### config.mk
export PLATFORM = sky130hd
export DESIGN_NAME = mult_div_seq
export DESIGN_NICKNAME = d
export VERILOG_FILES = /design/src/rtl/mult_div_seq.sv
export SDC_FILE = /design/constraint.sdc
export NUM_CORES = 1
export LEC_CHECK = 0
export ABC_CLOCK_PERIOD_IN_PS = 22400
export BUFFER_PORTS_ARGS = -buffer_cell sky130_fd_sc_hd__clkbuf_2
export CAP_MARGIN = 30
export CORE_MARGIN = 2
export CORE_UTILIZATION = 25
export DETAILED_ROUTE_END_ITERATION = 16
export PLACE_DENSITY_LB_ADDON = 0.15
export SLEW_MARGIN = 0
export SYNTH_ARGS = -nofsm -noshare
export SYNTH_HDL_FRONTEND = slang
export SYNTH_SLANG_ARGS = --single-unit
### constraint.sdc
create_clock -name clock -period 22.4 [get_ports clock]
set_clock_uncertainty 0.2 [all_clocks]
set_input_delay 1.12 -clock clock [delete_from_list [all_inputs] [get_ports clock]]
set_output_delay 1.12 -clock clock [all_outputs]
set_load 0.005 [all_outputs]
### src/rtl/mult_div_seq.sv
// Iterative signed multiply (radix-2 Booth) / divide (restoring) unit feeding HI/LO.
// One iteration per clock, with start/busy/done handshake and divide-by-zero detection.
module mult_div_seq #(
    parameter int unsigned WIDTH = 32,
    parameter int unsigned CNT_W = 6
) (
    input  logic             clock,
    input  logic             reset,
    input  logic             start,
    input  logic             mdControl,
    input  logic [WIDTH-1:0] regA_out,
    input  logic [WIDTH-1:0] regB_out,
    output logic [WIDTH-1:0] hi_entrance,
    output logic [WIDTH-1:0] lo_entrance,
    output logic             busy,
    output logic             done,
    output logic             div_zero
);

    typedef enum logic [1:0] {StIdle, StRun, StFinish} state_e;

    // Upper Booth half carries one guard bit so MIN multiplicands do not overflow.
    localparam int unsigned AccW = 2 * WIDTH + 2;

    state_e           state_q, state_d;
    logic [CNT_W-1:0] cnt_q, cnt_d;
    logic             op_div_q, op_div_d;
    logic [AccW-1:0]  acc_q, acc_d;
    logic [WIDTH:0]   mcand_q, mcand_d;
    logic [WIDTH-1:0] rem_q, rem_d, quo_q, quo_d;
    logic             q_neg_q, q_neg_d, r_neg_q, r_neg_d;
    logic             dz_q, dz_d, done_q, done_d;
    logic [WIDTH-1:0] hi_q, hi_d, lo_q, lo_d;

    logic [WIDTH-1:0] a_mag, b_mag, quo_fin, rem_fin;
    logic [WIDTH:0]   booth_upper, div_shift, div_diff;

    assign a_mag     = regA_out[WIDTH-1] ? -regA_out : regA_out;
    assign b_mag     = regB_out[WIDTH-1] ? -regB_out : regB_out;
    assign quo_fin   = q_neg_q ? -quo_q : quo_q;
    assign rem_fin   = r_neg_q ? -rem_q : rem_q;
    assign div_shift = {rem_q, quo_q[WIDTH-1]};
    assign div_diff  = div_shift - mcand_q;

    always_comb begin
        booth_upper = acc_q[AccW-1:WIDTH+1];
        case (acc_q[1:0])
            2'b01:   booth_upper = acc_q[AccW-1:WIDTH+1] + mcand_q;
            2'b10:   booth_upper = acc_q[AccW-1:WIDTH+1] - mcand_q;
            default: booth_upper = acc_q[AccW-1:WIDTH+1];
        endcase
    end

    always_comb begin
        state_d  = state_q;
        cnt_d    = cnt_q;
        op_div_d = op_div_q;
        acc_d    = acc_q;
        mcand_d  = mcand_q;
        rem_d    = rem_q;
        quo_d    = quo_q;
        q_neg_d  = q_neg_q;
        r_neg_d  = r_neg_q;
        dz_d     = dz_q;
        done_d   = 1'b0;
        hi_d     = hi_q;
        lo_d     = lo_q;

        unique case (state_q)
            StIdle: begin
                if (start) begin
                    op_div_d = mdControl;
                    cnt_d    = '0;
                    dz_d     = mdControl && (regB_out == '0);
                    state_d  = (mdControl && (regB_out == '0)) ? StFinish : StRun;
                    if (mdControl) begin
                        mcand_d = {1'b0, b_mag};
                        rem_d   = '0;
                        quo_d   = a_mag;
                        q_neg_d = regA_out[WIDTH-1] ^ regB_out[WIDTH-1];
                        r_neg_d = regA_out[WIDTH-1];
                    end else begin
                        mcand_d = {regA_out[WIDTH-1], regA_out};
                        acc_d   = {{(WIDTH + 1){1'b0}}, regB_out, 1'b0};
                    end
                end
            end
            StRun: begin
                if (op_div_q) begin
                    if (!div_diff[WIDTH]) begin
                        rem_d = div_diff[WIDTH-1:0];
                        quo_d = {quo_q[WIDTH-2:0], 1'b1};
                    end else begin
                        rem_d = div_shift[WIDTH-1:0];
                        quo_d = {quo_q[WIDTH-2:0], 1'b0};
                    end
                end else begin
                    acc_d = {booth_upper[WIDTH], booth_upper, acc_q[WIDTH:1]};
                end
                cnt_d = cnt_q + 1'b1;
                if (cnt_q == CNT_W'(WIDTH - 1)) begin
                    state_d = StFinish;
                end
            end
            StFinish: begin
                done_d  = 1'b1;
                state_d = StIdle;
                // A zero divisor leaves HI/LO untouched.
                if (!dz_q) begin
                    if (op_div_q) begin
                        hi_d = rem_fin;
                        lo_d = quo_fin;
                    end else begin
                        hi_d = acc_q[2*WIDTH:WIDTH+1];
                        lo_d = acc_q[WIDTH:1];
                    end
                end
            end
            default: state_d = StIdle;
        endcase
    end

    always_ff @(posedge clock or posedge reset) begin
        if (reset) begin
            state_q  <= StIdle;
            cnt_q    <= '0;
            op_div_q <= 1'b0;
            acc_q    <= '0;
            mcand_q  <= '0;
            rem_q    <= '0;
            quo_q    <= '0;
            q_neg_q  <= 1'b0;
            r_neg_q  <= 1'b0;
            dz_q     <= 1'b0;
            done_q   <= 1'b0;
            hi_q     <= '0;
            lo_q     <= '0;
        end else begin
            state_q  <= state_d;
            cnt_q    <= cnt_d;
            op_div_q <= op_div_d;
            acc_q    <= acc_d;
            mcand_q  <= mcand_d;
            rem_q    <= rem_d;
            quo_q    <= quo_d;
            q_neg_q  <= q_neg_d;
            r_neg_q  <= r_neg_d;
            dz_q     <= dz_d;
            done_q   <= done_d;
            hi_q     <= hi_d;
            lo_q     <= lo_d;
        end
    end

    assign hi_entrance = hi_q;
    assign lo_entrance = lo_q;
    assign busy        = (state_q != StIdle);
    assign done        = done_q;
    assign div_zero    = dz_q;

endmodule

Yosys cells after proc, flatten, opt, wreduce, memory -nomap -nowiden:

Index checks and enable logic that the tools add are counted.

* register bits after elaboration: 240
* latch bits: 0
* RAM bits: 0
* ROM bits: 0
* output and inout bits: 67
* memories: 0

* $add $sub $neg: 8
* $mul: 0
* div/mod/pow operators: 0
* magnitude comparators: 0
* eq/ne operators: 11
* shift operators: 0
* muxes and demuxes: 29
* bitwise operators: 2
* reduce and logical (&&, ||, !) cells: 12

Operators with widths (number)
* 2-to-1 mux 32 bit: 13
* 2-to-1 mux 66 bit: 3
* case mux 66 bit (2 select lines): 1
* negation 32 bit: 4
* case mux 32 bit (2 select lines): 2
* case mux 33 bit (2 select lines): 1
* subtractor 33 bit: 2
* adder 33 bit: 1
* 2-to-1 mux 33 bit: 1
* zero test 32 bit: 1
* inequality test 2 bit, second input constant: 6
* case mux 6 bit (2 select lines): 1
* AND reduction 2 bit: 4
* AND reduction 4 bit: 2
* adder 6 x 1 -> 6 bit, second input constant: 1
* equality test 6 x 5 -> 1 bit, second input constant: 1
* 2-to-1 mux 2 bit: 3
* 2-to-1 mux 6 bit: 1
* equality test 2 x 1 -> 1 bit, second input constant: 2
* equality test 2 bit, second input constant: 2
* case mux 2 bit (2 select lines): 1
* nonzero test 2 bit: 2
* AND reduction 3 bit: 1
* zero test 2 bit: 1
* other kinds (4): 5

Depth between registers and ports, before layout:

* depth after elaboration: 5
* mapped depth: 18

Worst setup path after synthesis:

Ideal clock, no wire load.

* kind: reg2reg
* from: register mcand_q[6]
* to: register acc_q[57]
* library setup time: 0.133 ns
* arrival time: 4.020 ns
* path slack: 18.046 ns
* cell stages (with the launch flop): 16
* clock period less this slack: 4.354 ns
* cells stage by stage: dfrtp_1 > nor3_1 > nand3_1 > nor4_1 > a41oi_1 > xnor2_1 > ha_1 > a21oi_1 > o21ai_0 > a2111oi_0 > nor3_1 > a311oi_1 > o221ai_1 > a21oi_1 > xor2_1 > o21ai_0

* word-level cells in the longest chain between the ends: 4
* elaborated cells on any way between the ends: 5
* those cells by class: add/sub: 2; mux: 3

RTL lines
* start: declaration: line 29 `logic [WIDTH:0] mcand_q, mcand_d;`
* start signal: assignment: line 143 `mcand_q <= mcand_d;`
* subtractor 33 bit or adder 33 bit (tied branches): line 49, 48
* case mux 33 bit (2 select lines) *: line 47 `case (acc_q[1:0])`
* 2-to-1 mux 66 bit *: line 89 `if (op_div_q) begin`
* case mux 66 bit (2 select lines) *: line 69 `unique case (state_q)`
* end signal: assignment: line 128 `acc_q <= '0;`
* end signal: assignment: line 142 `acc_q <= acc_d;`
* end: declaration: line 28 `logic [AccW-1:0] acc_q, acc_d;`

Every way passes the cells marked *; elsewhere a longest branch is shown, timed or not. The select of a mux whose other input is x is not followed.
A chain may end at the register's enable or synchronous reset.

Worst setup path after layout:

* from: register mcand_q[3]
* to: register acc_q[57]

Same word-level chain as after synthesis.

==> results.tsv <==
metric	value	unit
wire length of the first global-routing pass	91300	microns
combinational power share	61.3	%
minimum clock period	5160	ps
TritonCTS clock tree	built	
Die Footprint	69800	sq um
Sink Count	239	
total negative slack	0	ps
Worst-path clk slew	60	ps
post-detailed-route wirelength per cell	19.2	microns
Highest Clock Rate	194	MHz
Row Count	95	
CTS Buffer Depth	3	
Final Hold Vio Count	0	
Worst Max-Slew Pin Slew	968	ps
area occupied by registers	5980	sq um
die span in x	264	microns
crit path DAT	5370	ps
Sw Share	49.6	%
Core Box Area	67200	sq um
GRT overflow	0	
NetSw	1.78	mW
WP buf/inv	0	
Setup CP Type	reg2reg	
RSZ-0062 raised after global routing	no	
Synth Cell Area	16900	sq um
post-synth top area share	35.3	%
crit path cell chain	nor4_1 -> nand2_1 -> nor3_1 -> a31oi_1 -> xnor2_1 -> ha_1 -> nand2_1 -> o21ai_0 -> a2111oi_0 -> nor3_1 -> a311oi_1 -> o221ai_1 -> a21oi_1 -> xor2_1 -> o21ai_0	
starting density of the core	25.2	%
Max Cap Viol	0	
endpoints failing setup	0	
relative slew slack	35.5	%
kind of cell adding the most delay to the critical path	compound AO/OA/AOI/OAI gates	
startpoint types	flop	
PortBufs	134	
Root Buffer	clkbuf_16	
Post-CTS Hold Buffers	0	
critical path peak fanout	8	
routed vias/inst	5.01	
asr flop ratio synth	100	%
EDFF count, synth	0	
H-tree lvl count	2	
WP data required	22610	ps
DRT iter0 DRCs	1059	
total power draw	3.60	mW
post-synth top area cell	dfrtp_1	
Syn Area/Cell	8.05	sq um
Area Growth Syn to Fin	15.5	%
antenna-violating nets left	0	
Area contributors post-synth	dfrtp_1 (35%), o21ai_0 (9.6%), nand2_1 (8.4%)	
final net count	2309	
Routed WL	58800	microns
area occupied by multi-input gates	10300	sq um
GRT Total Usage	16.7	%
most common cell in the netlist	nand2_1	
antenna violations before repair	0	
Skew-Pair Late Insertion Delay	550	ps
postcts setup bufs	0	
max incr delay on CP	720	ps
Fillers	7182	
highest-delay cell along the critical path	a311oi_1	
Diodes inserted	0	
share of layout cells above drive strength 1	10.5	%
power share of the sequential group	23.9	%
Vias	15300	
Critical Path End Type	flop	
worst min-delay path category	reg2reg	
Internal Power	1.81	mW
Synth Instances	2102	
Post-synth top cells	nand2_1 (380), o21ai_0 (324), dfrtp_1 (239)	
Final Util	29.1	%
post-synthesis sequential area ratio	35.3	%
vias in the first global route	14800	
largest net degree at the start of global routing	127	
Die Height	264	microns
dominant synthesized flop cell	dfrtp_1	
DRC	0	
yosys warns	0	
clock share of power	14.8	%
Pleak	8.58	nW
status	finished clean	
Net Count, Synth	2243	
drt pass-1 iters	6	
Synth cell types	64	
Power Density	184	nW/um^2
Slew Limit Fails	0	
CTS Buf Count	34	
number of synthesized register bits	239	
gp weighted congestion	0.810	
maximum vdd ir drop	0.0000635	V
Final period util	23.0	%
IO Pins	135	
post-cts resize count	0	
Post-DP HPWL	44500	microns
state kept, by name (all words and copies together), names as in the netlist:
name         flops
cnt_q            6
rem_q           32
lo_entrance     32
quo_q           32
q_neg_q          1
state_q          2
hi_entrance     32
r_neg_q          1
done             1
op_div_q         1
acc_q           65
mcand_q         33
div_zero         1
kinds of logic (layout without fill, tap and decap cells):
kind of cell / count (synthesis) / after routing / synth area share, %
buf+inv: 187 / 274 / 4.16
xor+xnor: 209 / 209 / 10.8
mux: 36 / 36 / 2.14
compound gates: 696 / 696 / 24.7
fa+ha+maj: 73 / 73 / 5.48
flops: 239 / 239 / 35.3
simple gates: 662 / 662 / 17.4
path summary, 6_finish.rpt:
kind	startpoint	endpoint	slack [ps]	cells past startpoint
min in group asynchronous	reset	lo_entrance[27]$_DFFE_PP0P_	380	2
max	mcand_q[3]$_DFFE_PP0P_	acc_q[57]$_DFFE_PP0P_	17240	15
min	hi_entrance[0]$_DFFE_PP0P_	hi_entrance[0]$_DFFE_PP0P_	270	2
max reg2reg	mcand_q[3]$_DFFE_PP0P_	acc_q[57]$_DFFE_PP0P_	17240	15
min reg2reg	hi_entrance[0]$_DFFE_PP0P_	hi_entrance[0]$_DFFE_PP0P_	270	2
max in group asynchronous	reset	op_div_q$_DFFE_PP0P_	19930	4
cell usage in the layout, fill, tap and decap left out, drive strengths merged, types with 5 or more instances in the layout:
cell type	n
mux2i	34
nor2b	12
a211o	6
nand3	16
a31oi	48
a21o	29
nand4	11
o21bai	7
inv	66
or4	22
nand2b	10
buf	19
o21a	13
and4	10
xnor2	76
dfrtp	239
o211ai	29
or3	21
o21ai	329
clkinv	5
a311oi	6
o31ai	35
a41oi	6
nor2	118
and3	13
nor3	16
or2	8
o41ai	19
clkbuf	182
and2	9
a21oi	112
xor2	133
ha	71
a22oi	19
nand2	380
a2bb2oi	7
nor4	10
power groups by stage:
stage               sequential (mW)  combinational (mW)  clock [mW]
CTS                           0.861                2.22       0.551
global route                  0.892                2.49       0.567
detailed placement            0.868                2.21           0
floorplan                     0.767                1.65           0
global placement              0.870                2.18           0
finish                        0.860                2.21       0.532
tightest hold or removal path: stages (launching register included):
cell and delay, ps:
dfrtp_1 340, nand2_1 50, o21ai_0 60
layout make-up:
cell class,count,area share [%]
clock buffer,48,4.83
clock inverter,9,0.582
inverter,64,1.27
multi-input combinational,1676,52.7
sequential,239,30.6
tap,873,5.58
timing repair buffer,153,4.47
metal layers:
layer | up-vias | track usage [%] | wire, microns
met2 | 334 | 26.2 | 26300
met1 | 7342 | 23.8 | 28600
met3 | 68 | 2.41 | 2470
met5 | - | 0 | 0
met4 | 0 | 4.56 | 1450
li1 | 7602 | - | -
per-stage QoR:
stage          hold slack, ps  setup WS, ps  area [sq um]  cells
2_1_floorplan             264         14520         16900   2102
3_3_place_gp              266         17240         18400   3002
3_5_place_dp              270         17330         18500   3004
4_1_cts                   282         17290         19500   3061
5_1_grt                   295         16820         19600   3062
6_report                  274         17240         19600   3062
Power figures use the tool's default switching activity.
